`config.mk`:
```
export PLATFORM = sky130hd
export DESIGN_NAME = fpga_config_loader
export DESIGN_NICKNAME = d
export VERILOG_FILES = /design/src/rtl/fpga_config_loader.sv
export SDC_FILE = /design/constraint.sdc
export NUM_CORES = 1
export LEC_CHECK = 0
export CAP_MARGIN = 20
export CORE_MARGIN = 2
export CORE_UTILIZATION = 49
export DETAILED_ROUTE_END_ITERATION = 10
export GPL_TIMING_DRIVEN = 1
export PLACE_DENSITY = 0.84
export RECOVER_POWER = 50
export SYNTH_ARGS = -nofsm -noshare
export SYNTH_HDL_FRONTEND = slang
export SYNTH_SLANG_ARGS = --single-unit
```
`constraint.sdc`:
```
create_clock -name config_clk -period 3.78 [get_ports config_clk]
set_input_delay 0.567 -clock config_clk [delete_from_list [all_inputs] [get_ports config_clk]]
set_output_delay 0.567 -clock config_clk [all_outputs]
set_load 0.03 [all_outputs]
```
`src/rtl/fpga_config_loader.sv`:
```
// ---------------------------------------------------------------------------
// fpga_config_loader
//
// Purpose:
//   Loads configuration frames into a fabric of NUM_ROWS x NUM_COLS tiles.
//   The bitstream arrives SHIFT_WIDTH bits per beat and is shifted into a
//   FRAME_W-bit frame register. Once a frame is complete, the matching
//   one-hot frame write strobe is pulsed for STROBE_LEN cycles.
//
//   Two modes are supported:
//   - Auto: a start pulse streams every frame in order, beginning at frame 0.
//   - Manual: legacy software control of shifting, address and strobe.
//
// Ports:
//   config_clk      sole clock, rising edge
//   config_rst_n    synchronous active-low reset
//   mode_auto       1 = auto streaming load, 0 = manual control
//   start           auto mode: begin a full load from frame 0
//   din/din_valid   bitstream beat and its valid flag
//   din_ready       beat accepted when din_valid & din_ready
//   man_shift       manual: shift din into the frame register
//   man_addr_reset  manual: clear frame address (wins over increment)
//   man_addr_incr   manual: increment frame address (wraps)
//   man_strobe      manual: pulse strobe of current frame, one cycle later
//   frame_data      frame data register
//   frame_strobe    registered one-hot frame write strobes
//   frame_addr      current frame address
//   busy/done       auto load in progress / auto load finished
//   overrun         sticky: data offered while no load was running
// ---------------------------------------------------------------------------
module fpga_config_loader #(
    parameter int NUM_ROWS           = 3,
    parameter int NUM_COLS           = 6,
    parameter int FRAME_BITS_PER_ROW = 32,
    parameter int MAX_FRAMES_PER_COL = 36,
    parameter int SHIFT_WIDTH        = 8,
    parameter int STROBE_LEN         = 2,
    localparam int FRAME_W           = NUM_ROWS * FRAME_BITS_PER_ROW,
    localparam int NUM_FRAMES        = NUM_COLS * MAX_FRAMES_PER_COL,
    localparam int BEATS             = FRAME_W / SHIFT_WIDTH,
    localparam int ADDR_W            = (NUM_FRAMES > 1) ? $clog2(NUM_FRAMES) : 1
) (
    input  logic                   config_clk,
    input  logic                   config_rst_n,
    input  logic                   mode_auto,
    input  logic                   start,
    input  logic [SHIFT_WIDTH-1:0] din,
    input  logic                   din_valid,
    output logic                   din_ready,
    input  logic                   man_shift,
    input  logic                   man_addr_reset,
    input  logic                   man_addr_incr,
    input  logic                   man_strobe,
    output logic [FRAME_W-1:0]     frame_data,
    output logic [NUM_FRAMES-1:0]  frame_strobe,
    output logic [ADDR_W-1:0]      frame_addr,
    output logic                   busy,
    output logic                   done,
    output logic                   overrun
);

    localparam int BEAT_W  = (BEATS > 1) ? $clog2(BEATS) : 1;
    localparam int TIMER_W = 4;

    typedef enum logic [2:0] {
        ST_IDLE,
        ST_SHIFT,
        ST_STROBE,
        ST_GAP,
        ST_DONE
    } loaderState_t;

    loaderState_t r_state;
    loaderState_t w_nextState;

    logic [FRAME_W-1:0]    r_frameData;
    logic [NUM_FRAMES-1:0] r_frameStrobe;
    logic [ADDR_W-1:0]     r_frameAddr;
    logic [BEAT_W-1:0]     r_beatCount;
    logic [TIMER_W-1:0]    r_strobeTimer;
    logic                  r_overrun;

    logic                  w_accept;
    logic                  w_lastBeat;
    logic                  w_strobeEnd;
    logic                  w_lastFrame;
    logic                  w_idleOrDone;
    logic                  w_startLoad;
    logic                  w_manual;
    logic                  w_addrInRange;
    logic [NUM_FRAMES-1:0] w_addrOneHot;
    logic [FRAME_W-1:0]    w_shifted;

    // Shared decode used by both the FSM and the datapath. The one-hot strobe
    // pattern is gated by an explicit range check so that manual addresses
    // beyond the last frame never select a strobe bit.
    always_comb begin
        w_idleOrDone  = (r_state == ST_IDLE) || (r_state == ST_DONE);
        w_startLoad   = w_idleOrDone && start && mode_auto;
        w_manual      = (r_state == ST_IDLE) && !mode_auto;
        w_accept      = (r_state == ST_SHIFT) && din_valid;
        w_lastBeat    = w_accept && (r_beatCount == BEAT_W'(BEATS - 1));
        w_strobeEnd   = (r_strobeTimer == TIMER_W'(STROBE_LEN - 1));
        w_lastFrame   = (int'(r_frameAddr) == NUM_FRAMES - 1);
        w_addrInRange = (int'(r_frameAddr) < NUM_FRAMES);
        w_addrOneHot  = w_addrInRange ? (NUM_FRAMES'(1) << r_frameAddr) : '0;
        w_shifted     = {din, r_frameData[FRAME_W-1:SHIFT_WIDTH]};
    end

    // State register for the auto-load sequencer. Reset is synchronous, so a
    // reset sampled mid-load drops straight back to idle on that same edge.
    always_ff @(posedge config_clk) begin
        if (!config_rst_n) begin
            r_state <= ST_IDLE;
        end else begin
            r_state <= w_nextState;
        end
    end

    // Next-state and status decode. A frame is shifted in, its strobe is held
    // for STROBE_LEN cycles, and one quiet gap cycle separates it from the
    // next frame. mode_auto only matters while idle or done, so toggling it
    // during a load has no effect until the load has finished.
    always_comb begin
        w_nextState = r_state;
        din_ready   = 1'b0;
        busy        = 1'b0;
        done        = 1'b0;
        case (r_state)
            ST_IDLE: begin
                if (w_startLoad) begin
                    w_nextState = ST_SHIFT;
                end
            end
            ST_SHIFT: begin
                din_ready = 1'b1;
                busy      = 1'b1;
                if (w_lastBeat) begin
                    w_nextState = ST_STROBE;
                end
            end
            ST_STROBE: begin
                busy = 1'b1;
                if (w_strobeEnd) begin
                    w_nextState = ST_GAP;
                end
            end
            ST_GAP: begin
                busy        = 1'b1;
                w_nextState = w_lastFrame ? ST_DONE : ST_SHIFT;
            end
            ST_DONE: begin
                done = 1'b1;
                if (w_startLoad) begin
                    w_nextState = ST_SHIFT;
                end
            end
            default: begin
                w_nextState = ST_IDLE;
            end
        endcase
    end

    // Datapath registers. The strobe register defaults to zero every cycle and
    // is only loaded with a one-hot pattern when a frame completes, while its
    // STROBE_LEN window is still running, or from a manual strobe request.
    // That keeps frame_strobe straight from flops and never more than one hot.
    // Manual controls act only in idle with mode_auto low.
    always_ff @(posedge config_clk) begin
        if (!config_rst_n) begin
            r_frameData   <= '0;
            r_frameStrobe <= '0;
            r_frameAddr   <= '0;
            r_beatCount   <= '0;
            r_strobeTimer <= '0;
            r_overrun     <= 1'b0;
        end else begin
            r_frameStrobe <= '0;
            if (w_startLoad) begin
                r_frameAddr   <= '0;
                r_beatCount   <= '0;
                r_strobeTimer <= '0;
                r_overrun     <= 1'b0;
            end else begin
                case (r_state)
                    ST_IDLE, ST_DONE: begin
                        if (mode_auto && din_valid) begin
                            r_overrun <= 1'b1;
                        end
                        if (w_manual) begin
                            if (man_shift) begin
                                r_frameData <= w_shifted;
                            end
                            if (man_strobe) begin
                                r_frameStrobe <= w_addrOneHot;
                            end
                            if (man_addr_reset) begin
                                r_frameAddr <= '0;
                            end else if (man_addr_incr) begin
                                r_frameAddr <= r_frameAddr + 1'b1;
                            end
                        end
                    end
                    ST_SHIFT: begin
                        if (w_accept) begin
                            r_frameData <= w_shifted;
                            if (w_lastBeat) begin
                                r_beatCount   <= '0;
                                r_strobeTimer <= '0;
                                r_frameStrobe <= w_addrOneHot;
                            end else begin
                                r_beatCount <= r_beatCount + 1'b1;
                            end
                        end
                    end
                    ST_STROBE: begin
                        if (w_strobeEnd) begin
                            r_strobeTimer <= '0;
                        end else begin
                            r_strobeTimer <= r_strobeTimer + 1'b1;
                            r_frameStrobe <= w_addrOneHot;
                        end
                    end
                    ST_GAP: begin
                        if (!w_lastFrame) begin
                            r_frameAddr <= r_frameAddr + 1'b1;
                        end
                    end
                    default: begin
                    end
                endcase
            end
        end
    end

    assign frame_data   = r_frameData;
    assign frame_strobe = r_frameStrobe;
    assign frame_addr   = r_frameAddr;
    assign overrun      = r_overrun;

endmodule

```
==> results of run 1 <==
[sequential cells by signal, indices dropped and copies added (netlist names)]
| name | count |
|---|---|
| r_strobeTimer | 4 |
| frame_addr | 8 |
| frame_data | 96 |
| frame_strobe | 216 |
| overrun | 1 |
| r_beatCount | 4 |
| r_state | 3 |
[cells by family (layout without fill, tap and decap cells)]
group | Yosys count | count (layout) | share of synthesized area (%)
adder cells (fa/ha/maj) | 9 | 9 | 1.076
buffers and inverters | 97 | 424 | 4.302
multiplexers | 1 | 1 | 0.09561
flip-flops | 332 | 332 | 63.48
AO/OA/AOI/OAI | 142 | 142 | 8.066
AND/OR/NAND/NOR | 526 | 526 | 22.98
[power breakdown]
group	switching, mW	total, mW	internal (mW)
sequential	0.0148	3.53	3.51
clock	1.39	3.51	2.12
combinational	0.197	0.272	0.0752
total	1.60	7.31	5.71
[worst reg2reg max path, delay by kind of cell (launching register included)]
family	cells	cell delay (ns)
AO/OA/AOI/OAI	2	1.21
flip-flops	1	0.59
AND/OR/NAND/NOR	2	0.76
buffers and inverters	1	0.44
[through the flow]
step                      util, %  worst slack [ns]  cells  area (sq um)  total power, mW
final                       71.65            0.6800   1709         15060            7.308
after global routing        71.65            0.4956   1709         15060            7.508
after CTS                   71.92            0.8098   1708         15120            7.346
after detailed placement    66.26            0.9645   1646         13930            3.884
after global placement      66.26             1.025   1646         13930            3.882
after floorplan                 -             1.842   1107         10470            3.809
[layer usage]
metal / GRT usage [%] / vias to the layer above / part of all wire (%)
met5: 0 / - / 0
met4: 14.58 / 0 / 5.6
met3: 8.818 / 93 / 9.9
met2: 47.53 / 482 / 49
met1: 29.92 / 4284 / 35
li1: - / 4280 / -
[how the worst min path moves through the flow]
stage,startpoint,end,slack (ns)
2_1_floorplan,r_beatCount[1]$_SDFFE_PP0P_,r_beatCount[1]$_SDFFE_PP0P_,0.45
3_3_place_gp,frame_data[5]$_SDFFE_PN0P_,frame_data[5]$_SDFFE_PN0P_,0.45
3_5_place_dp,frame_data[6]$_SDFFE_PN0P_,frame_data[6]$_SDFFE_PN0P_,0.45
4_1_cts,frame_data[6]$_SDFFE_PN0P_,frame_data[6]$_SDFFE_PN0P_,0.46
5_1_grt,frame_data[4]$_SDFFE_PN0P_,frame_data[4]$_SDFFE_PN0P_,0.48
6_report,frame_data[6]$_SDFFE_PN0P_,frame_data[6]$_SDFFE_PN0P_,0.45
[final cells by class]
class,instances,area (sq um)
Timing Repair Buffer,352,3493
Multi-Input combinational cell,678,3349
Sequential cell,332,6646
Fill cell,1457,5959
Inverter,10,37.54
Tap cell,275,344.1
Clock inverter,16,205.2
Clock buffer,46,985.9
[Yosys cell counts, drive strengths merged, types with 2 or more instances]
cell type,instances,area [sq um]
a2111o,4,45.04
a211o,2,17.52
a211oi,2,20.02
a21oi,105,525.5
a22oi,2,15.01
a31oi,2,12.51
and2,4,25.02
buf,26,183.9
clkbuf,61,229.0
dfxtp,332,6646
ha,9,112.6
inv,10,37.53
nand2,231,867.1
nand2b,8,50.05
nand3,14,70.07
nand4,4,25.02
nand4b,3,26.28
nor2,94,360.3
nor2b,6,37.54
nor3,128,690.7
nor4,17,121.4
o2111ai,5,43.79
o211a,3,30.03
o211ai,3,22.52
o21ai,8,43.79
o31ai,2,15.01
or3,6,37.54
or3b,3,31.28
or4,3,22.52
==> impl_results.rst, run 1 <==
.. list-table::
   :header-rows: 1

   * - Metric
     - Value
   * - Status
     - complete, but fails checks
   * - Violations in the final reports
     - max-capacitance violations, max-slew violations
   * - Leakage dissipation
     - between 5 and 6 nW
   * - IO Port Bufs
     - 340
   * - Final Cycle Share
     - slightly above 80%
   * - Vertical die dimension
     - 150.2 microns
   * - Maximum fanout along the worst path
     - 23
   * - Launching element type of the critical path
     - flip-flop
   * - Clock latency of the later-clocked register in the worst-skew pair
     - between 0.5 and 0.6 ns
   * - Hold_buf cts
     - 0
   * - Post-CTS setup-driven buffer insertion count
     - 0
   * - Slew @ Worst Pin
     - 1.969 ns
   * - Buffer depth of the longest clock path
     - 3
   * - Distinct cell type count after synthesis
     - 50
   * - Post-synth EDFFs
     - 0
   * - Power per cell area
     - a little under 500 nW/um^2
   * - Syn_area_per_cell
     - roughly 9.5 sq um
   * - Kind of end point of the critical path
     - flip-flop
   * - Total standard cell area after synthesis
     - 10,470 sq um
   * - Worst-case hold slack
     - 0.4541 ns
   * - CTS sink cnt
     - 332
   * - Number of rows in the core area
     - 53
   * - Residual overflow from global routing
     - 0
   * - Reg2reg start
     - r_state[1]$_SDFFE_PN0P_
   * - DR DRC count
     - 0
   * - Endpoint of the worst-slack reg-to-reg timing path
     - frame_strobe[204]$_SDFF_PP0_
   * - Post-Syn Nets
     - ~1,100
   * - Global-route wire length before repair
     - between 40 and 50 mm
   * - Reported max-cap violation count
     - 1
   * - DR vias/cell
     - between 5 and 6
   * - Most common cell after layout, fill and taps aside
     - sky130_fd_sc_hd__dfxtp_1
   * - Number of storage elements in the synthesis netlist
     - 332
   * - Ports placed on the boundary
     - between 300 and 400
   * - Kind of cell with the highest combined delay on the critical path
     - compound AO/OA/AOI/OAI gates
   * - Relative max-transition margin
     - -31.26%
   * - Setup repair after global routing missed its margin
     - false
   * - R2R setup slack
     - between 0.6 and 0.7 ns
   * - Core ar.
     - between 20,000 and 25,000 sq um
   * - Routability-driven placement congestion ratio
     - 0.8399
   * - Pin count of the biggest net entering global routing
     - 99
   * - Via count
     - between 9,000 and 10,000
   * - Yosys warnings
     - 0
   * - Longest individual stage delay on the worst path
     - 0.61 ns
   * - Library cell contributing the largest single delay on the critical path
     - sky130_fd_sc_hd__o21ai_1
   * - Number of global-route vias before repair
     - 8,944
   * - Clock-pin slew reported for the worst setup and hold paths after clock tree synthesis
     - 0.06 ns
   * - Endpoint arrival time on the critical path
     - about 3.5 ns
   * - Final antenna diode count
     - 0
   * - Critical path endpoint
     - frame_strobe[204]$_SDFF_PP0_
   * - Commonest register cell after synthesis
     - sky130_fd_sc_hd__dfxtp_1
   * - Detailed-router iteration count before antenna repair
     - 5
   * - Die area
     - approximately 23,000 sq um
   * - Buffering stage count on the worst path with inverters included
     - 1
   * - Cell depth of the worst flop-to-flop path
     - 5
   * - Final setup TNS
     - 0 ns
   * - Maximum VDD drop
     - approximately 0.32 mV
   * - CTS-repair resized insts
     - 0
   * - Avg WL per Cell
     - 18.74 microns
   * - Period minus WS final
     - between 3 and 4 ns
   * - Count of final max-slew check failures
     - 99
   * - Detail Route Antenna Nets
     - 0
   * - Clock tree from TritonCTS
     - built
   * - Wire length after detailed routing
     - approximately 32 mm
   * - Starting utilization of the core area
     - between 40% and 50%
   * - Share of cells above drive strength 1
     - under 10%
   * - Worst min-delay path class
     - reg -> reg
   * - Maximum clock skew at final layout
     - 0.02535 ns
   * - List of cells traversed by the critical path
     - or3b_1, o2bb2ai_1, o21ai_1, buf_4, nor3_1
   * - Total clock buffers created by CTS
     - 34
   * - Setup violations, final
     - 0
   * - Kind of critical path
     - reg -> reg
   * - H-Tree Depth
     - 2
   * - Seq/Total Area, Yosys
     - a little under two thirds
   * - CP Data Required Time
     - roughly 4.2 ns
   * - Highest clock frequency the design can meet
     - approximately 0.32 GHz
   * - Critical path origin
     - r_state[1]$_SDFFE_PN0P_
   * - HPWL after detailed placement
     - between 20 and 25 mm
   * - DRT iter0 DRCs
     - 505
   * - Min-Delay Path Depth
     - 2
   * - Most frequent cells in the layout
     - sky130_fd_sc_hd__dfxtp_1 (332), sky130_fd_sc_hd__nand2_1 (231), sky130_fd_sc_hd__dlygate4sd3_1 (226)
   * - Antenna violations before repair
     - 0
   * - Instance count on the critical path
     - 5
   * - Overall track demand over capacity in global routing
     - between 20 and 30%
   * - Syn Inst Count
     - about 1,100
   * - Hold Fails Final Rpt
     - 0
   * - Synthesis-to-layout area growth
     - 43.86%
   * - Async set-or-reset flop fraction in the synthesized netlist
     - 0%
   * - Post-layout nets
     - about 1,400
   * - Width of the chip
     - 150.2 microns
   * - Clk Tree Root Cell
     - sky130_fd_sc_hd__clkbuf_16
Power figures use the tool's default switching activity.
==> inputs of run 2 (changes only) <==
Settings changed: CORE_UTILIZATION 49 to 41, PLACE_DENSITY 0.84 to 0.75.
Clock period 3.78 ns to 2.6 ns, I/O delays scaled along.
==> run 2 against run 1 <==
Compared with the run above: the flow now finishes without violations; count of clock-buffer cells in the layout up 1; hold slack worse by 0.017 ns; combinational power rose by 63%; die area up 19%; cell count grew 3.9%; power grew 42%; flip-flop and latch count unchanged; largest cell class unchanged; highest routed layer unchanged.
==> impl_results.rst, run 2 (synthesis results as in run 1) <==
.. list-table::
   :header-rows: 1

   * - Metric
     - Value
   * - Sw Share
     - 22.27% (+0.38 points)
   * - Library cell contributing the largest single delay on the critical path
     - sky130_fd_sc_hd__dfxtp_1
   * - Endpoint arrival time on the critical path
     - 2.10 ns (-1.39 ns)
   * - H-Tree Depth
     - 2 (unchanged)
   * - Detailed-router iteration count before antenna repair
     - 5 (unchanged)
   * - Number of filler cells placed in the layout
     - 2,089 (+43%)
   * - Launching element type of the critical path
     - flip-flop
   * - Worst min-delay path class
     - in -> reg
   * - Instance count on the critical path
     - 3 (-2)
   * - Ports placed on the boundary
     - 341 (unchanged)
   * - # placed instances
     - 1,714 (+4.1%)
   * - Global-route wire length before repair
     - 48.24 mm (+0.31%)
   * - Internal power
     - 8.085 mW (+42%)
   * - Power per cell area
     - 681.6 nW/um^2 (+40%)
   * - Register cell area after layout
     - 6646 sq um (unchanged)
   * - Count of final max-slew check failures
     - 0 (-100%)
   * - Pin count of the biggest net entering global routing
     - 99 (unchanged)
   * - Buffering stage count on the worst path with inverters included
     - 2 (+1)
   * - Clock-pin slew reported for the worst setup and hold paths after clock tree synthesis
     - 0.06 ns (about the same)
   * - HPWL after detailed placement
     - 22.10 mm (+3.0%)
   * - R2R setup slack
     - 0.30 ns (-0.38 ns)
   * - Starting utilization of the core area
     - 41.70% (-8.1 points)
   * - Cell depth of the worst flop-to-flop path
     - 5 (unchanged)
   * - Clk Tree Root Cell
     - sky130_fd_sc_hd__clkbuf_16
   * - Post-layout nets
     - 1,447 (+0.91%)
   * - DR DRC count
     - 0 (unchanged)
   * - DR vias/cell
     - 5.042 (-5.7%)
   * - Setup violations, final
     - 0 (unchanged)
   * - Kind of cell with the highest combined delay on the critical path
     - buffers and inverters
   * - Most common cell after layout, fill and taps aside
     - sky130_fd_sc_hd__dfxtp_1
   * - Finished Layout Cells
     - 1,776 (+3.9%)
   * - Maximum fanout along the worst path
     - 10 (-57%)
   * - Die area
     - 26,830 sq um (+19%)
   * - Clock Power Share
     - 46.4% (-1.6 points)
   * - Antenna violations before repair
     - 0 (unchanged)
   * - Area of the multi-input gates
     - 3377 sq um (+0.82%)
   * - Hold Fails Final Rpt
     - 0 (unchanged)
   * - Final antenna diode count
     - 0 (unchanged)
   * - Via count
     - 8,954 (-2.0%)
   * - Clock tree from TritonCTS
     - built
   * - Sequential share of power
     - 49.3% (+1.0 points)
   * - Final design instance area without fill
     - 15,260 sq um (+1.3%)
   * - Standard cell area after detailed placement
     - 14,160 sq um (+1.6%)
   * - Detail Route Antenna Nets
     - 0 (unchanged)
   * - Vertical die dimension
     - 163.8 microns (+9.1%)
   * - Critical path origin
     - r_state[0]$_SDFFE_PN0P_
   * - Synthesis-to-layout area growth
     - 45.75%
   * - Relative max-transition margin
     - 37.50% (+69 points)
   * - Maximum VDD drop
     - 0.4427 mV (+37%)
   * - Critical path endpoint
     - din_ready
   * - Status
     - completed
   * - CTS sink cnt
     - 332 (unchanged)
   * - List of cells traversed by the critical path
     - or3b_4, inv_1, dlygate4sd2_1
   * - Slew @ Worst Pin
     - 0.9319 ns (-1.037 ns)
   * - Final setup TNS
     - 0 ns (unchanged)
   * - Number of rows in the core area
     - 58 (+9.4%)
   * - Clock latency of the later-clocked register in the worst-skew pair
     - 0.52 ns (about the same)
   * - Kind of end point of the critical path
     - output pin
   * - Setup repair after global routing missed its margin
     - false
   * - Avg WL per Cell
     - 17.95 microns (-4.2%)
   * - Share of cells above drive strength 1
     - 6.708% (+1.1 points)
   * - IO Port Bufs
     - 340 (unchanged)
   * - DRT iter0 DRCs
     - 450 (-11%)
   * - Combinational Power Share
     - 4.3% (+0.6 points)
   * - Width of the chip
     - 163.8 microns (+9.1%)
   * - Total clock buffers created by CTS
     - 34 (unchanged)
   * - Maximum clock skew at final layout
     - 0.02253 ns (-0.002826 ns)
   * - Number of flip-flops under the largest register name
     - 216 (unchanged)
   * - Wire length after detailed routing
     - 31.89 mm (-0.44%)
   * - Reg2reg start
     - r_state[0]$_SDFFE_PN0P_
   * - Buffer depth of the longest clock path
     - 3 (unchanged)
   * - Most frequent cells in the layout
     - sky130_fd_sc_hd__dfxtp_1 (332), sky130_fd_sc_hd__dlygate4sd3_1 (252), sky130_fd_sc_hd__nand2_1 (231)
   * - Final Power
     - 10.40 mW (+42%)
   * - Overall track demand over capacity in global routing
     - 22.97% (-4.5 points)
   * - Number of global-route vias before repair
     - 8,621 (-3.6%)
   * - Core ar.
     - 25,110 sq um (+19%)
   * - Period minus WS final
     - 2.493 ns
   * - Endpoint of the worst-slack reg-to-reg timing path
     - frame_data[22]$_SDFFE_PN0P_
   * - Routability-driven placement congestion ratio
     - 0.8570 (+2.0%)
   * - Hold_buf cts
     - 0 (unchanged)
   * - Leakage dissipation
     - 6.071 nW (+3.0%)
   * - Longest individual stage delay on the worst path
     - 0.52 ns (-0.09 ns)
   * - Final Cycle Share
     - about 96%
   * - Switch Pwr
     - 2.316 mW (+45%)
   * - CP Data Required Time
     - 2.21 ns (-1.96 ns)
   * - Kind of critical path
     - reg -> out
   * - Reported max-cap violation count
     - 0 (-1)
   * - Residual overflow from global routing
     - 0 (unchanged)
   * - Highest clock frequency the design can meet
     - about 0.4 GHz
[run 2: cell types whose count changed in the layout (fill, tap and decap cells not counted), moves of 2 or more]
cell / before / now
sky130_fd_sc_hd__bufinv_16: 4 / 2
sky130_fd_sc_hd__buf_4: 3 / 16
sky130_fd_sc_hd__dlygate4sd3_1: 226 / 252
sky130_fd_sc_hd__buf_12: 2 / 7
sky130_fd_sc_hd__clkdlybuf4s50_1: 114 / 87
sky130_fd_sc_hd__o21ai_1: 3 / 1
sky130_fd_sc_hd__clkbuf_8: 9 / 7
[run 2: power groups by stage]
stage | clock network [mW] | registers [mW] | logic [mW]
global placement | 0 | 5.24 | 0.450
floorplan | 0 | 5.27 | 0.266
detailed placement | 0 | 5.24 | 0.452
CTS | 4.90 | 5.13 | 0.453
finish | 4.83 | 5.13 | 0.444
global route | 5.11 | 5.13 | 0.482
[run 2: worst register-to-register path, delay by kind of cell, from the launching register on]
family                 cells  cell delay [ns]
DFF                        1             0.40
AOI/OAI and AO/OA          2             0.93
and+or+nand+nor            2             0.59
buffers and inverters      1             0.32
[run 2: how the worst min path moves through the flow]
stage | cells past startpoint | startpoint | slack [ns] | to
floorplan | 2 | r_beatCount[1]$_SDFFE_PP0P_ | 0.45 | r_beatCount[1]$_SDFFE_PP0P_
global placement | 2 | frame_data[4]$_SDFFE_PN0P_ | 0.44 | frame_data[4]$_SDFFE_PN0P_
detailed placement | 2 | frame_data[1]$_SDFFE_PN0P_ | 0.45 | frame_data[1]$_SDFFE_PN0P_
CTS | 3 | din[3] | 0.41 | frame_data[91]$_SDFFE_PN0P_
global route | 3 | din[4] | 0.44 | frame_data[92]$_SDFFE_PN0P_
finish | 3 | din[6] | 0.44 | frame_data[94]$_SDFFE_PN0P_
[run 2: cell type report]
type	instances	area share, %
Multi-Input combinational cell	678	22.13
Sequential cell	332	43.56
Inverter	10	0.2460
Timing Repair Buffer	365	24.05
Clock buffer	47	6.355
Clock inverter	14	0.9593
Tap cell	330	2.706
[run 2: repair_timing]
item | 4_1_cts | 5_1_grt
buffers inserted | 0 | 0
resized for setup | 1 | 0
setup endpoints to repair | 1 | 0
hold endpoints to repair | 0 | 0
[run 2: layer usage]
metal	GRT usage [%]	routed length, microns	vias up
met4	8.892	1152	0
li1	-	-	4326
met1	25.37	11720	4161
met5	0	0	-
met3	8.712	3328	74
met2	39.94	15690	393
[run 2: per-stage QoR]
step           utilization [%]  hold WS, ns  worst slack (ns)
3_5_place_dp             56.38       0.4530            0.1046
5_1_grt                  60.77       0.4418           0.01716
6_report                 60.77       0.4368            0.1073
3_3_place_gp             56.38       0.4420            0.1463
4_1_cts                  60.82       0.4140           0.07130
2_1_floorplan                -       0.4537            0.7468
==> inputs of run 3 (changes only) <==
Settings changed: GPL_TIMING_DRIVEN 1 to 0.
==> run 3 against run 2 <==
Compared with the run above: clock power up 5.4%; largest power group unchanged; critical endpoint is now done; setup slack better by 0.072 ns; sequential power about the same; sequential share of layout area down 0.57 points.
==> impl_results.rst, run 3 (synthesis results as in run 1) <==
.. list-table::
   :header-rows: 1

   * - Metric
     - Value
   * - Status
     - completed
   * - Final setup TNS
     - 0 ns (unchanged)
   * - Wire length after detailed routing
     - 33.64 mm (+5.5%)
   * - Setup violations, final
     - 0 (unchanged)
   * - Sw Share
     - 21.94% (-0.32 points)
   * - Worst min-delay path class
     - in -> reg
   * - Slew @ Worst Pin
     - 0.8535 ns (-0.07845 ns)
   * - Most common cell after layout, fill and taps aside
     - sky130_fd_sc_hd__dfxtp_1
   * - Total clock buffers created by CTS
     - 35 (+2.9%)
   * - Most frequent cells in the layout
     - sky130_fd_sc_hd__dfxtp_1 (332), sky130_fd_sc_hd__dlygate4sd3_1 (307), sky130_fd_sc_hd__nand2_1 (231)
   * - Count of final max-slew check failures
     - 0 (unchanged)
   * - Reported max-cap violation count
     - 0 (unchanged)
   * - CP Data Required Time
     - 2.21 ns (about the same)
   * - Power per cell area
     - 690.4 nW/um^2 (+1.3%)
   * - Worst Slack Setup Final
     - 0.1791 ns (+0.07184 ns)
   * - Number of flip-flops under the largest register name
     - 216 (unchanged)
   * - Starting utilization of the core area
     - 41.70% (unchanged)
   * - Highest clock frequency the design can meet
     - 0.4131 GHz (+3.0%)
   * - Number of global-route vias before repair
     - 8,962 (+4.0%)
   * - Switch Pwr
     - 2.343 mW (+1.2%)
   * - Clk Tree Root Cell
     - sky130_fd_sc_hd__clkbuf_16
   * - CTS sink cnt
     - 332 (unchanged)
   * - Detail Route Antenna Nets
     - 0 (unchanged)
   * - Endpoint arrival time on the critical path
     - 2.03 ns (-0.07 ns)
   * - Number of rows in the core area
     - 58 (unchanged)
   * - Period minus WS final
     - 2.421 ns (-0.07184 ns)
   * - Sequential share of power
     - 48.0% (-1.3 points)
   * - Combinational Power Share
     - 4.3% (about the same)
   * - Relative max-transition margin
     - 42.58% (+5.1 points)
   * - Maximum fanout along the worst path
     - 10 (unchanged)
   * - Final Power
     - 10.68 mW (+2.6%)
   * - Antenna violations before repair
     - 1 (+1)
   * - Standard cell area after detailed placement
     - 14,270 sq um (+0.77%)
   * - Maximum clock skew at final layout
     - 0.01525 ns (-0.007277 ns)
   * - DR vias/cell
     - 5.061 (+0.39%)
   * - Vertical die dimension
     - 163.8 microns (unchanged)
   * - End-of-flow core utilization
     - 61.59% (+0.81 points)
   * - Clock latency of the later-clocked register in the worst-skew pair
     - 0.51 ns (about the same)
   * - Avg WL per Cell
     - 18.28 microns (+1.8%)
   * - Leakage dissipation
     - 6.353 nW (+4.6%)
   * - Overall track demand over capacity in global routing
     - 24.08% (+1.1 points)
   * - DR DRC count
     - 0 (unchanged)
   * - Residual overflow from global routing
     - 0 (unchanged)
   * - Routability-driven placement congestion ratio
     - 0.9053 (+5.6%)
   * - Clock Power Share
     - 47.7% (+1.3 points)
   * - Internal power
     - 8.333 mW (+3.1%)
   * - Hold Fails Final Rpt
     - 0 (unchanged)
   * - Launching element type of the critical path
     - flip-flop
   * - Hold_buf cts
     - 0 (unchanged)
   * - Share of cells above drive strength 1
     - 6.958% (+0.25 points)
   * - IO Port Bufs
     - 338 (-0.59%)
   * - Ports placed on the boundary
     - 341 (unchanged)
   * - Pin count of the biggest net entering global routing
     - 15 (-85%)
   * - Maximum VDD drop
     - 0.4628 mV (+4.5%)
   * - Post-place setup slack
     - -0.2062 ns (-0.3108 ns)
   * - Post-layout nets
     - 1,509 (+4.3%)
   * - DRT iter0 DRCs
     - 516 (+15%)
   * - Width of the chip
     - 163.8 microns (unchanged)
   * - Via count
     - 9,313 (+4.0%)
   * - Global-route wire length before repair
     - 50.00 mm (+3.7%)
   * - H-Tree Depth
     - 2 (unchanged)
   * - HPWL after detailed placement
     - 24.92 mm (+13%)
   * - Kind of critical path
     - reg -> out
   * - Kind of end point of the critical path
     - output pin
   * - Detailed-router iteration count before antenna repair
     - 5 (unchanged)
   * - Buffer depth of the longest clock path
     - 3 (unchanged)
   * - Synthesis-to-layout area growth
     - 47.69%
   * - Die area
     - 26,830 sq um (unchanged)
   * - Setup repair after global routing missed its margin
     - false
   * - Final Cycle Share
     - 93.11% (-2.8 points)
   * - Core ar.
     - 25,110 sq um (unchanged)
   * - Clock tree from TritonCTS
     - built
   * - Final design instance area without fill
     - 15,460 sq um (+1.3%)
   * - Clock-pin slew reported for the worst setup and hold paths after clock tree synthesis
     - 0.06 ns (about the same)
## run 3: cell count changes in the layout (fill, tap and decap cells not counted), sizes merged
cell           before  now
dlygate4sd3       252  307
inv                14   12
buf                23   27
clkdlybuf4s50      87   30
diode               0    1
clkinv              8    6
bufinv              2    3
clkbuf             49  113
## run 3: routing by layer
| metal | vias up | GRT usage, % | routed length (microns) |
|---|---|---|---|
| met5 | - | 0 | 0 |
| met4 | 0 | 10.45 | 1253 |
| met3 | 70 | 7.551 | 3232 |
| met2 | 419 | 43.09 | 16780 |
| met1 | 4373 | 26.13 | 12380 |
| li1 | 4451 | - | - |
## run 3: repair_timing
action,4_1_cts,5_1_grt
setup buffers,0,1
cloned,0,0
pin swaps,0,1
gates resized for setup,2,14
setup endpoints to repair,11,64
## run 3: power by group through the flow
stage	logic [mW]	registers, mW	clock network, mW
floorplan	0.266	5.27	0
global placement	0.460	5.24	0
detailed placement	0.464	5.24	0
CTS	0.465	5.13	5.17
global route	0.495	5.13	5.36
finish	0.457	5.13	5.09
## run 3: path summary, 6_finish.rpt
kind,start,endpoint,slack [ns],depth (start not counted)
setup / recovery,r_state[1]$_SDFFE_PN0P_,done,0.18,4
hold / removal,din_valid,r_beatCount[1]$_SDFFE_PP0P_,0.27,3
setup reg to reg,r_state[1]$_SDFFE_PN0P_,frame_strobe[26]$_SDFF_PP0_,0.20,6
hold reg to reg,frame_data[0]$_SDFFE_PN0P_,frame_data[0]$_SDFFE_PN0P_,0.45,2
## run 3: cell type report
class,instances,area (sq um)
fill,2116,9646
sequential,332,6646
timing repair buffer,339,3390
multi-input combinational,678,3358
clock buffer,52,1041
buffer,87,422.9
tap,330,412.9
clock inverter,11,152.6
inverter,10,37.54
antenna,1,2.502
## run 3: stage by stage
step           hold slack, ns  instances
6_report               0.2661       1840
5_1_grt                0.2825       1839
4_1_cts                0.2563       1838
3_5_place_dp           0.4505       1775
3_3_place_gp           0.4416       1775
2_1_floorplan          0.4537       1107
## run 3: worst max-delay path, stage by stage, from the launching register on
cell and delay (ns):
sky130_fd_sc_hd__dfxtp_1 0.31, sky130_fd_sc_hd__buf_4 0.16, sky130_fd_sc_hd__nor2_1 0.21, sky130_fd_sc_hd__and2_1 0.18, sky130_fd_sc_hd__clkdlybuf4s50_1 0.67
